`src/rtl/andla_ldma_pad_wr_pkg.sv`:
```
// Shared definitions for the LDMA padded SHRAM write path: default
// bitwidths and the controller state encoding.
package andla_ldma_pad_wr_pkg;

    localparam int LDMA_DATA_W = 64;
    localparam int LDMA_ADDR_W = 20;
    localparam int LDMA_DIM_W  = 16;
    localparam int LDMA_PAD_W  = 4;
    localparam int LDMA_STR_W  = 20;

    typedef enum logic [1:0] {
        ST_IDLE = 2'd0,
        ST_RUN  = 2'd1,
        ST_DONE = 2'd2
    } pad_wr_state_e;

endpackage

```
`src/rtl/andla_ldma_pad_cnt.sv`:
```
// Nested w/h/n walker over the padded grid. Addresses are built by adding
// strides into column, row and plane accumulators, so no multiplier is
// needed. Reports whether the current point is interior and whether it is
// the final point of the transfer.
module andla_ldma_pad_cnt
    import andla_ldma_pad_wr_pkg::*;
#(
    parameter int ADDR_W = LDMA_ADDR_W,
    parameter int DIM_W  = LDMA_DIM_W,
    parameter int PAD_W  = LDMA_PAD_W,
    parameter int STR_W  = LDMA_STR_W
) (
    input  logic              clk,
    input  logic              rst_n,
    input  logic              load,
    input  logic              adv,
    input  logic [ADDR_W-1:0] base,
    input  logic [DIM_W-1:0]  dim_w,
    input  logic [DIM_W-1:0]  dim_h,
    input  logic [DIM_W-1:0]  dim_n,
    input  logic [PAD_W-1:0]  pad_left,
    input  logic [PAD_W-1:0]  pad_right,
    input  logic [PAD_W-1:0]  pad_up,
    input  logic [PAD_W-1:0]  pad_down,
    input  logic [STR_W-1:0]  stride_w,
    input  logic [STR_W-1:0]  stride_h,
    input  logic [STR_W-1:0]  stride_n,
    output logic [ADDR_W-1:0] addr,
    output logic              interior,
    output logic              last
);

    // One extra bit so pad_left + W + pad_right cannot overflow.
    localparam int CW = DIM_W + 1;

    logic [CW-1:0]     w_cnt, h_cnt, n_cnt;
    logic [CW-1:0]     pw_m1, ph_m1, n_m1;
    logic [CW-1:0]     x_lo, x_hi, y_lo, y_hi;
    logic [ADDR_W-1:0] st_w, st_h, st_n;
    logic [ADDR_W-1:0] addr_q, row_q, plane_q;
    logic [ADDR_W-1:0] next_row, next_plane;
    logic              w_wrap, h_wrap;

    assign w_wrap     = (w_cnt == pw_m1);
    assign h_wrap     = (h_cnt == ph_m1);
    assign next_row   = row_q + st_h;
    assign next_plane = plane_q + st_n;
    assign addr       = addr_q;
    assign last       = w_wrap && h_wrap && (n_cnt == n_m1);
    assign interior   = (w_cnt >= x_lo) && (w_cnt < x_hi) &&
                        (h_cnt >= y_lo) && (h_cnt < y_hi);

    // Capture the geometry at launch, then step w fastest, then h, then n.
    always_ff @(posedge clk or negedge rst_n) begin
        if (!rst_n) begin
            w_cnt   <= '0;
            h_cnt   <= '0;
            n_cnt   <= '0;
            pw_m1   <= '0;
            ph_m1   <= '0;
            n_m1    <= '0;
            x_lo    <= '0;
            x_hi    <= '0;
            y_lo    <= '0;
            y_hi    <= '0;
            st_w    <= '0;
            st_h    <= '0;
            st_n    <= '0;
            addr_q  <= '0;
            row_q   <= '0;
            plane_q <= '0;
        end else if (load) begin
            w_cnt   <= '0;
            h_cnt   <= '0;
            n_cnt   <= '0;
            pw_m1   <= CW'(pad_left) + CW'(dim_w) + CW'(pad_right) - CW'(1);
            ph_m1   <= CW'(pad_up) + CW'(dim_h) + CW'(pad_down) - CW'(1);
            n_m1    <= CW'(dim_n) - CW'(1);
            x_lo    <= CW'(pad_left);
            x_hi    <= CW'(pad_left) + CW'(dim_w);
            y_lo    <= CW'(pad_up);
            y_hi    <= CW'(pad_up) + CW'(dim_h);
            st_w    <= ADDR_W'(stride_w);
            st_h    <= ADDR_W'(stride_h);
            st_n    <= ADDR_W'(stride_n);
            addr_q  <= base;
            row_q   <= base;
            plane_q <= base;
        end else if (adv) begin
            if (!w_wrap) begin
                w_cnt  <= w_cnt + CW'(1);
                addr_q <= addr_q + st_w;
            end else if (!h_wrap) begin
                w_cnt  <= '0;
                h_cnt  <= h_cnt + CW'(1);
                row_q  <= next_row;
                addr_q <= next_row;
            end else begin
                w_cnt   <= '0;
                h_cnt   <= '0;
                n_cnt   <= n_cnt + CW'(1);
                plane_q <= next_plane;
                row_q   <= next_plane;
                addr_q  <= next_plane;
            end
        end
    end

endmodule

```
`src/rtl/andla_ldma_pad_wr.sv`:
```
// LDMA padded SHRAM writer: expands an unpadded raster element stream into a
// padded grid, filling border points with a constant, and issues one SHRAM
// write per grid point through a single output register.
//
// Handshakes: a beat transfers on a rising edge where valid && ready. A
// producer holds valid and its payload stable until that edge; in_ready and
// wr_valid follow the same rule. in_data is only consumed on interior points.
module andla_ldma_pad_wr
    import andla_ldma_pad_wr_pkg::*;
#(
    parameter int DATA_W = LDMA_DATA_W,
    parameter int ADDR_W = LDMA_ADDR_W,
    parameter int DIM_W  = LDMA_DIM_W,
    parameter int PAD_W  = LDMA_PAD_W,
    parameter int STR_W  = LDMA_STR_W
) (
    input  logic              clk,
    input  logic              rst_n,
    input  logic              start,
    input  logic [ADDR_W-1:0] rf_ldma_shram_addr,
    input  logic [DIM_W-1:0]  rf_ldma_shram_w,
    input  logic [DIM_W-1:0]  rf_ldma_shram_h,
    input  logic [DIM_W-1:0]  rf_ldma_shram_n,
    input  logic [PAD_W-1:0]  rf_ldma_shram_pad_left,
    input  logic [PAD_W-1:0]  rf_ldma_shram_pad_right,
    input  logic [PAD_W-1:0]  rf_ldma_shram_pad_up,
    input  logic [PAD_W-1:0]  rf_ldma_shram_pad_down,
    input  logic [DATA_W-1:0] rf_ldma_ram_padding_value,
    input  logic [STR_W-1:0]  rf_ldma_shram_stride_w_size,
    input  logic [STR_W-1:0]  rf_ldma_shram_stride_h_size,
    input  logic [STR_W-1:0]  rf_ldma_shram_stride_n_size,
    input  logic              in_valid,
    output logic              in_ready,
    input  logic [DATA_W-1:0] in_data,
    output logic              wr_valid,
    input  logic              wr_ready,
    output logic [ADDR_W-1:0] wr_addr,
    output logic [DATA_W-1:0] wr_data,
    output logic              busy,
    output logic              done,
    output logic [1:0]        dbg_state
);

    pad_wr_state_e     state, state_nxt;
    logic              cnt_load, can_load, out_free, cfg_empty;
    logic              fin;
    logic [DATA_W-1:0] pad_val;
    logic [ADDR_W-1:0] cnt_addr;
    logic              cnt_interior, cnt_last;

    assign out_free  = !wr_valid || wr_ready;
    assign cfg_empty = (rf_ldma_shram_w == '0) || (rf_ldma_shram_h == '0) ||
                       (rf_ldma_shram_n == '0);
    assign can_load  = (state == ST_RUN) && !fin && out_free &&
                       (!cnt_interior || in_valid);
    assign in_ready  = (state == ST_RUN) && !fin && cnt_interior && out_free;
    assign busy      = (state == ST_RUN);
    assign done      = (state == ST_DONE);
    assign dbg_state = state;

    andla_ldma_pad_cnt #(
        .ADDR_W (ADDR_W),
        .DIM_W  (DIM_W),
        .PAD_W  (PAD_W),
        .STR_W  (STR_W)
    ) u_cnt (
        .clk       (clk),
        .rst_n     (rst_n),
        .load      (cnt_load),
        .adv       (can_load),
        .base      (rf_ldma_shram_addr),
        .dim_w     (rf_ldma_shram_w),
        .dim_h     (rf_ldma_shram_h),
        .dim_n     (rf_ldma_shram_n),
        .pad_left  (rf_ldma_shram_pad_left),
        .pad_right (rf_ldma_shram_pad_right),
        .pad_up    (rf_ldma_shram_pad_up),
        .pad_down  (rf_ldma_shram_pad_down),
        .stride_w  (rf_ldma_shram_stride_w_size),
        .stride_h  (rf_ldma_shram_stride_h_size),
        .stride_n  (rf_ldma_shram_stride_n_size),
        .addr      (cnt_addr),
        .interior  (cnt_interior),
        .last      (cnt_last)
    );

    // State register.
    always_ff @(posedge clk or negedge rst_n) begin
        if (!rst_n) state <= ST_IDLE;
        else        state <= state_nxt;
    end

    // Next state: leave RUN only once the final element has drained out of
    // the output register, so done never overlaps a pending write.
    always_comb begin
        state_nxt = state;
        cnt_load  = 1'b0;
        unique case (state)
            ST_IDLE: if (start) begin
                state_nxt = ST_RUN;
                cnt_load  = 1'b1;
            end
            ST_RUN:  if (fin && out_free) state_nxt = ST_DONE;
            ST_DONE: state_nxt = ST_IDLE;
            default: state_nxt = ST_IDLE;
        endcase
    end

    // Completion flag, fill value capture and the single output stage.
    always_ff @(posedge clk or negedge rst_n) begin
        if (!rst_n) begin
            fin      <= 1'b0;
            pad_val  <= '0;
            wr_valid <= 1'b0;
            wr_addr  <= '0;
            wr_data  <= '0;
        end else begin
            if (cnt_load) begin
                fin     <= cfg_empty;
                pad_val <= rf_ldma_ram_padding_value;
            end else if (can_load && cnt_last) begin
                fin <= 1'b1;
            end
            if (can_load) begin
                wr_valid <= 1'b1;
                wr_addr  <= cnt_addr;
                wr_data  <= cnt_interior ? in_data : pad_val;
            end else if (wr_ready) begin
                wr_valid <= 1'b0;
            end
        end
    end

endmodule
```
`config.mk`:
```
export PLATFORM = sky130hd
export DESIGN_NAME = andla_ldma_pad_wr
export DESIGN_NICKNAME = d
export VERILOG_FILES = /design/src/rtl/andla_ldma_pad_wr_pkg.sv /design/src/rtl/andla_ldma_pad_cnt.sv /design/src/rtl/andla_ldma_pad_wr.sv
export SDC_FILE = /design/constraint.sdc
export NUM_CORES = 1
export LEC_CHECK = 0
export BUFFER_PORTS_ARGS = -buffer_cell sky130_fd_sc_hd__buf_2
export CAP_MARGIN = 15
export CORE_MARGIN = 3
export CORE_UTILIZATION = 30
export CTS_CLUSTER_SIZE = 28
export DETAILED_ROUTE_END_ITERATION = 7
export HOLD_SLACK_MARGIN = 0.15
export SYNTH_ARGS = -nofsm -noshare
export SYNTH_HDL_FRONTEND = slang
export SYNTH_HIERARCHICAL = 1
export SYNTH_SLANG_ARGS = --single-unit
```
`constraint.sdc`:
```
create_clock -name clk -period 10.7 [get_ports clk]
set_clock_uncertainty 0.2 [all_clocks]
set_input_delay 0.535 -clock clk [delete_from_list [all_inputs] [get_ports clk]]
set_output_delay 0.535 -clock clk [all_outputs]
set_load 0.02 [all_outputs]
```
After elaboration in Yosys (flattened, before gate mapping):

Cells that the tools add are included.

* flip-flop bits (word level): 416
* input bits: 277
* output and inout port bits: 90
* word-level logic and storage cells: 109

* add/sub/neg operators: 13
* magnitude comparators: 4
* equal/unequal tests: 7
* multiplexer cells: 32
* reduce and logical (&&, ||, !) cells: 31

Operators with widths (number)
* $mux W20: 11
* $mux W17: 11
* $mux W64: 1
* $add A20 B20 Y20: 3
* $add A17 B1 Y17 const B: 3
* $eq A17 B17 Y1: 3
* $logic_not A16 Y1: 3
* $add A17 B4 Y17: 2
* $add A4 B16 Y17: 2
* $ge A17 B4 Y1: 2
* $lt A17 B17 Y1: 2
* $sub A17 B1 Y17 const B: 2
* $sub A16 B1 Y17 const B: 1
* $logic_and A1 B1 Y1: 12
* $reduce_bool A2 Y1: 5
* $mux W1: 6
* $logic_or A1 B1 Y1: 4
* $mux W2: 2
* $pmux W2 S2: 1
* $reduce_and A2 Y1: 2
* $logic_not A1 Y1: 3
* $reduce_and A3 Y1: 1
* $eq A2 B1 Y1 const B: 1
* $eq A2 B2 Y1 const B: 1
* 3 further kinds: 3

Depth between registers and ports, before layout:

* word-level depth: 10
* mapped depth: 24
* gate-level depth less buffers: 18

By module:

Netlist, hierarchy kept.

By module, submodules not included
* andla_ldma_pad_cnt: instances 1, cells each 1954, area an instance 17820.8 sq um, seq. area each 6606.3 sq um
* andla_ldma_pad_wr: instances 1, cells each 490, area an instance 6318.6 sq um, seq. area each 3803.6 sq um

Worst setup path after synthesis:

OpenSTA, ideal clock, no wires.

* path kind: register -> register
* start point: register u_cnt.h_cnt[1]
* end point: register u_cnt.n_cnt[7]
* setup time: 0.078 ns
* arrival time: 4.323 ns
* data required time: 10.422 ns
* path slack: 6.099 ns
* stages on the path, launching flop included: 21
* path buffers: 5
* period minus slack after synthesis: 4.601 ns
* cell sequence: dfrtp_1 -> ha_1 -> a21o_1 -> a21oi_1 -> o21ai_0 -> a21oi_1 -> nor3_1 -> o21ai_0 -> a311oi_1 -> clkbuf_2 -> a2111oi_4 -> buf_2 -> buf_2 -> clkbuf_1 -> inv_1 -> or4_1 -> buf_4 -> o21ai_4 -> nand4_4 -> or3_1 -> a21oi_1

* cells in the longest elaborated chain, start to end: 8
* elaborated cells on any way between the ends: 11
* classes of those cells: order compare: 2; eq/ne: 1; reduce/logical: 8

RTL lines
* start, declared: line andla_ldma_pad_cnt.sv:36 `logic [CW-1:0] w_cnt, h_cnt, n_cnt;`
* start signal, assigned: line andla_ldma_pad_cnt.sv:95 `h_cnt <= h_cnt + CW'(1);`
* $ge A17 B4 Y1: line andla_ldma_pad_cnt.sv:51 `(h_cnt >= y_lo) && (h_cnt < y_hi);`
* $logic_and A1 B1 Y1: line andla_ldma_pad_cnt.sv:50 `assign interior = (w_cnt >= x_lo) && (w_cnt < x_hi) &&`
* $logic_and A1 B1 Y1 *: line andla_ldma_pad_cnt.sv:51
* named net cnt_interior: line andla_ldma_pad_wr.sv:49 `logic cnt_interior, cnt_last;`
* $logic_not A1 Y1 *: line andla_ldma_pad_wr.sv:55 `(!cnt_interior || in_valid);`
* $logic_or A1 B1 Y1 *: line andla_ldma_pad_wr.sv:55
* $logic_and A1 B1 Y1 *: line andla_ldma_pad_wr.sv:54 `assign can_load = (state == ST_RUN) && !fin && out_free &&`
* named net can_load: line andla_ldma_pad_wr.sv:45 `logic cnt_load, can_load, out_free, cfg_empty;`
* $reduce_bool A2 Y1 (no source line) *
* $reduce_and A3 Y1 (no source line) *
* end signal, assigned: line andla_ldma_pad_cnt.sv:101 `n_cnt <= n_cnt + CW'(1);`
* end, declared: line andla_ldma_pad_cnt.sv:36

The timed path passes the listed nets; every way through them passes the cells marked *.
A chain may end at the register's enable or synchronous reset.

Worst setup path after layout:

* start point: register u_cnt.w_cnt[14]
* end point: register u_cnt.h_cnt[8]

* cells in the longest elaborated chain, start to end: 9
* elaborated cells on any way between the ends: 12
* classes of those cells: order compare: 2; eq/ne: 1; reduce/logical: 9

RTL lines
* start, declared: line andla_ldma_pad_cnt.sv:36
* start signal, assigned: line andla_ldma_pad_cnt.sv:91 `w_cnt <= w_cnt + CW'(1);`
* $ge A17 B4 Y1 or $lt A17 B17 Y1 (tied branches): line andla_ldma_pad_cnt.sv:50
* $logic_and A1 B1 Y1 * (2 in series): line andla_ldma_pad_cnt.sv:50
* $logic_and A1 B1 Y1 *: line andla_ldma_pad_cnt.sv:51
* named net cnt_interior: line andla_ldma_pad_wr.sv:49
* $logic_not A1 Y1 *: line andla_ldma_pad_wr.sv:55
* $logic_or A1 B1 Y1 *: line andla_ldma_pad_wr.sv:55
* $logic_and A1 B1 Y1 *: line andla_ldma_pad_wr.sv:54
* $reduce_bool A2 Y1 (no source line) *
* $reduce_and A2 Y1 (no source line) *

Marks and branches as above.

==> metrics.yaml <==
outcome:
  status: "finished clean"
die:
  rows: 103
  die_h_um: 290
  die_area_um2: 83900
  die_w_um: 290
  initial_utilization_pct: 30.4
  io-pin-count: 367
  core_um2: 79400
place:
  dp.cells: 3780
  port_buffers: 366
  place.detailed.hpwl_mm: 54.2
  dpl-instance-area_um2: 27000
  gp_congestion: 0.882
synth:
  synth_top_area_share_pct: 43.1
  synth.top_cells.by_area: "dfrtp_1, mux2_2, ha_1, a21oi_1, nor2_1"
  netlist-cell-type-count: 73
  synth_compound_area_share_pct: 13.1
  avgSynthCellArea_um2: 9.88
  synth_top_family_by_area: "simple AND/OR/NAND/NOR gates"
  synth-main-ff-cell: "dfrtp_1"
  synth-edff-count: 0
  synth.most_common_cell: "dfrtp_1"
  synthTopCellsByCount: "dfrtp_1, nor2_1, a21oi_1, mux2_2, nand2_1"
  synth_area_um2: 24100
  async_reset_ff_share_pct: 100
  synth_nets: 2872
  muxShareOfSynthArea_pct: 11.8
  synth_seq_cells: 416
  synth_xor_area_share_pct: 7.00
  yosys.area_share.simple_pct: 13.3
  synth_fa_ha_area_share_pct: 8.04
  ys_warn_count: 6
  yosysSeqAreaShare_pct: 43.1
  synth_top_area_cell: "dfrtp_1"
  synth_cells: 2444
grt:
  grt_pass1_vias: 19882
  antenna_found_initial: 6
  grt-ovfl-total: 0
  grt_max_degree: 141
  grtUsageTotal_pct: 17.3
  grt_pass1_wl_mm: 114
detailed_routing:
  num_vias: 20220
  avgViaCountPerCell: 4.92
  ant_nets: 0
  drc_errors: 0
  routed_wl_mm: 75.2
  drt_iter0_markers: 1227
  wire_per_inst_um: 18.3
  dr.pass1.iters: 5
critical_path:
  critical_path.cell_chain: "ha_1 > nand4_1 > nor2_1 > a2111oi_0 > o2111ai_1 > nor3_1 > o21ai_0 > a311oi_4 > buf_4 > a2111oi_4 > inv_1 > or4_1 > nand2_1 > nand4_1 > xor2_1 > nor2_1"
  crit_required_ns: 10.95
  worstSetupPathType: "flip-flop to flip-flop"
  slowest_delay_ns: 0.72
  cpLargestDelayFamily: "simple AND/OR/NAND/NOR gates"
  end_kind: "flip-flop"
  arrival_ns: 5.81
  crit_fanout: 23
  start_kind: "flip-flop"
  slowest_stage: "nand2_1"
  cp.buffers_inverters: 2
timing:
  drv_slew: 0
  setup_viol_count_final: 0
  fin_crit_sh_pct: 52.0
  max_clock_freq_mhz: 180
  hold_violations: 0
  rsz0062_at_grt: "false"
  timing.slew.headroom_pct: 32.6
  finalCriticalPeriod_ns: 5.56
  worst_pin_slew_ns: 1.01
  tns_ns: 0
  whs_ns: 0.202
finish:
  stdcell_count: 4107
  fill_cells: 7876
  fin_area_um2: 31100
  multiInputGateArea_um2: 12900
  area_delta_synth_final_pct: 28.8
  nets: 3447
  drive_above_1_share_pct: 21.5
  final-seq-area_um2: 10400
clock_tree:
  clk_latency_ns: 0.60
  cts_resized: 0
  htreeDepth: 2
  cts_sinks: 416
  cts_setup_buffers: 0
  cts_made_buffers: 49
  tritoncts: "yes"
  root_buffer: "clkbuf_16"
  ctsHoldBuffers: 238
  clkTransAtPathRegs_ns: 0.06
  clockBufferDepth: 3
flow_run:
  maxCapViolCount: 0
pwr:
  cellPowerDensity_nw_per_um2: 299
  vdd_drop_max_mv: 0.149
  power.leakage_uw: 0.0139
min_path:
  worst_hold_path_type: "input pin to flip-flop"
[logic make-up (layout without fill, tap and decap cells)]
kind of cell	Yosys count	after routing
AO/OA/AOI/OAI	524	524
XOR/XNOR	193	193
buffers and inverters	216	826
multiplexers	264	264
adder cells (fa/ha/maj)	151	151
AND/OR/NAND/NOR	680	680
other	0	3
flip-flops	416	416
[final timing paths]
check                                                from             end  slack (ns)  depth (start not counted)
worst max-delay path                      u_cnt/w_cnt[14]  u_cnt/h_cnt[8]        5.14                         16
worst min-delay path            rf_ldma_shram_pad_down[0]  u_cnt/ph_m1[0]        0.20                          4
worst max register to register            u_cnt/w_cnt[14]  u_cnt/h_cnt[8]        5.14                         16
worst min register to register                 wr_addr[8]      wr_addr[8]        0.30                          1
max in group asynchronous                           rst_n     pad_val[14]        7.98                          4
min in group asynchronous                           rst_n     pad_val[32]        0.32                          2
[sequential cells by signal (all words and copies together), names as in the netlist, 17 cells and up]
register / cells
pad_val: 64
u_cnt/pw_m1: 17
u_cnt/st_n: 20
u_cnt/n_m1: 17
u_cnt/plane_q: 20
wr_addr: 20
u_cnt/ph_m1: 17
u_cnt/row_q: 20
wr_data: 64
u_cnt/h_cnt: 17
u_cnt/addr: 20
u_cnt/st_h: 20
u_cnt/st_w: 20
u_cnt/x_hi: 17
u_cnt/n_cnt: 17
u_cnt/y_hi: 17
u_cnt/w_cnt: 17
[cell usage in the layout (no fill, tap or decap), types with 8 or more instances in the layout]
cell           instances
nor4_1                36
o21bai_1              10
mux2_2               171
nand4_1               29
xnor2_1               97
a21o_1                38
o211ai_1              19
and3_1                28
a211oi_1              27
clkbuf_8              12
clkbuf_16             50
clkinv_2               8
buf_2                365
o21a_1                13
ha_1                 144
nor2_1               250
a21oi_1              200
o21ai_0              129
dfrtp_1              416
nor2b_1               20
nor3_1                45
buf_4                 18
inv_1                116
or3_1                 18
or2_2                  9
mux2i_1               93
nand2b_1              14
a31oi_1               20
nand2_1              152
xor2_1                96
nand3_1               42
dlygate4sd3_1        238
[layout make-up]
class | instances | area share, %
diodes | 3 | 0.0242
clock inverters | 18 | 0.660
clock buffers | 68 | 4.63
flip-flops and latches | 416 | 33.5
inverters | 117 | 1.41
multi-input cells | 1812 | 41.5
repair buffers | 623 | 14.1
well taps | 1050 | 4.23
[metal layers]
metal  track usage [%]  routed length, um  part of all wire [%]  up-vias
li1                  -                  -                     -     9850
met1              23.6              34200                    45     9689
met2              28.1              34200                    45      591
met3              3.11               4980                   6.6       86
met4              4.68               1800                   2.4        4
met5                 0                 23                 0.031        -
[power breakdown]
group          internal (uW)  total, uW  leakage (uW)  switching [uW]
registers               2290       2840       0.00493             549
clock network           1010       1710      0.000805             698
logic                   2030       4740       0.00820            2710
[metrics by stage]
stage,total power [uW],worst slack (ns),utilization (%)
global placement,7440,5.39,34.1
detailed placement,7500,5.24,34.1
floorplan,6130,6.10,-
global route,9990,4.62,39.1
finish,9290,5.14,39.2
CTS,9340,5.23,39.1
[worst min-delay path, cell delays in order]
cell and delay (ns):
buf_2 0.09, inv_1 0.07, ha_1 0.15, o21ai_0 0.08
Power figures use the tool's default switching activity.
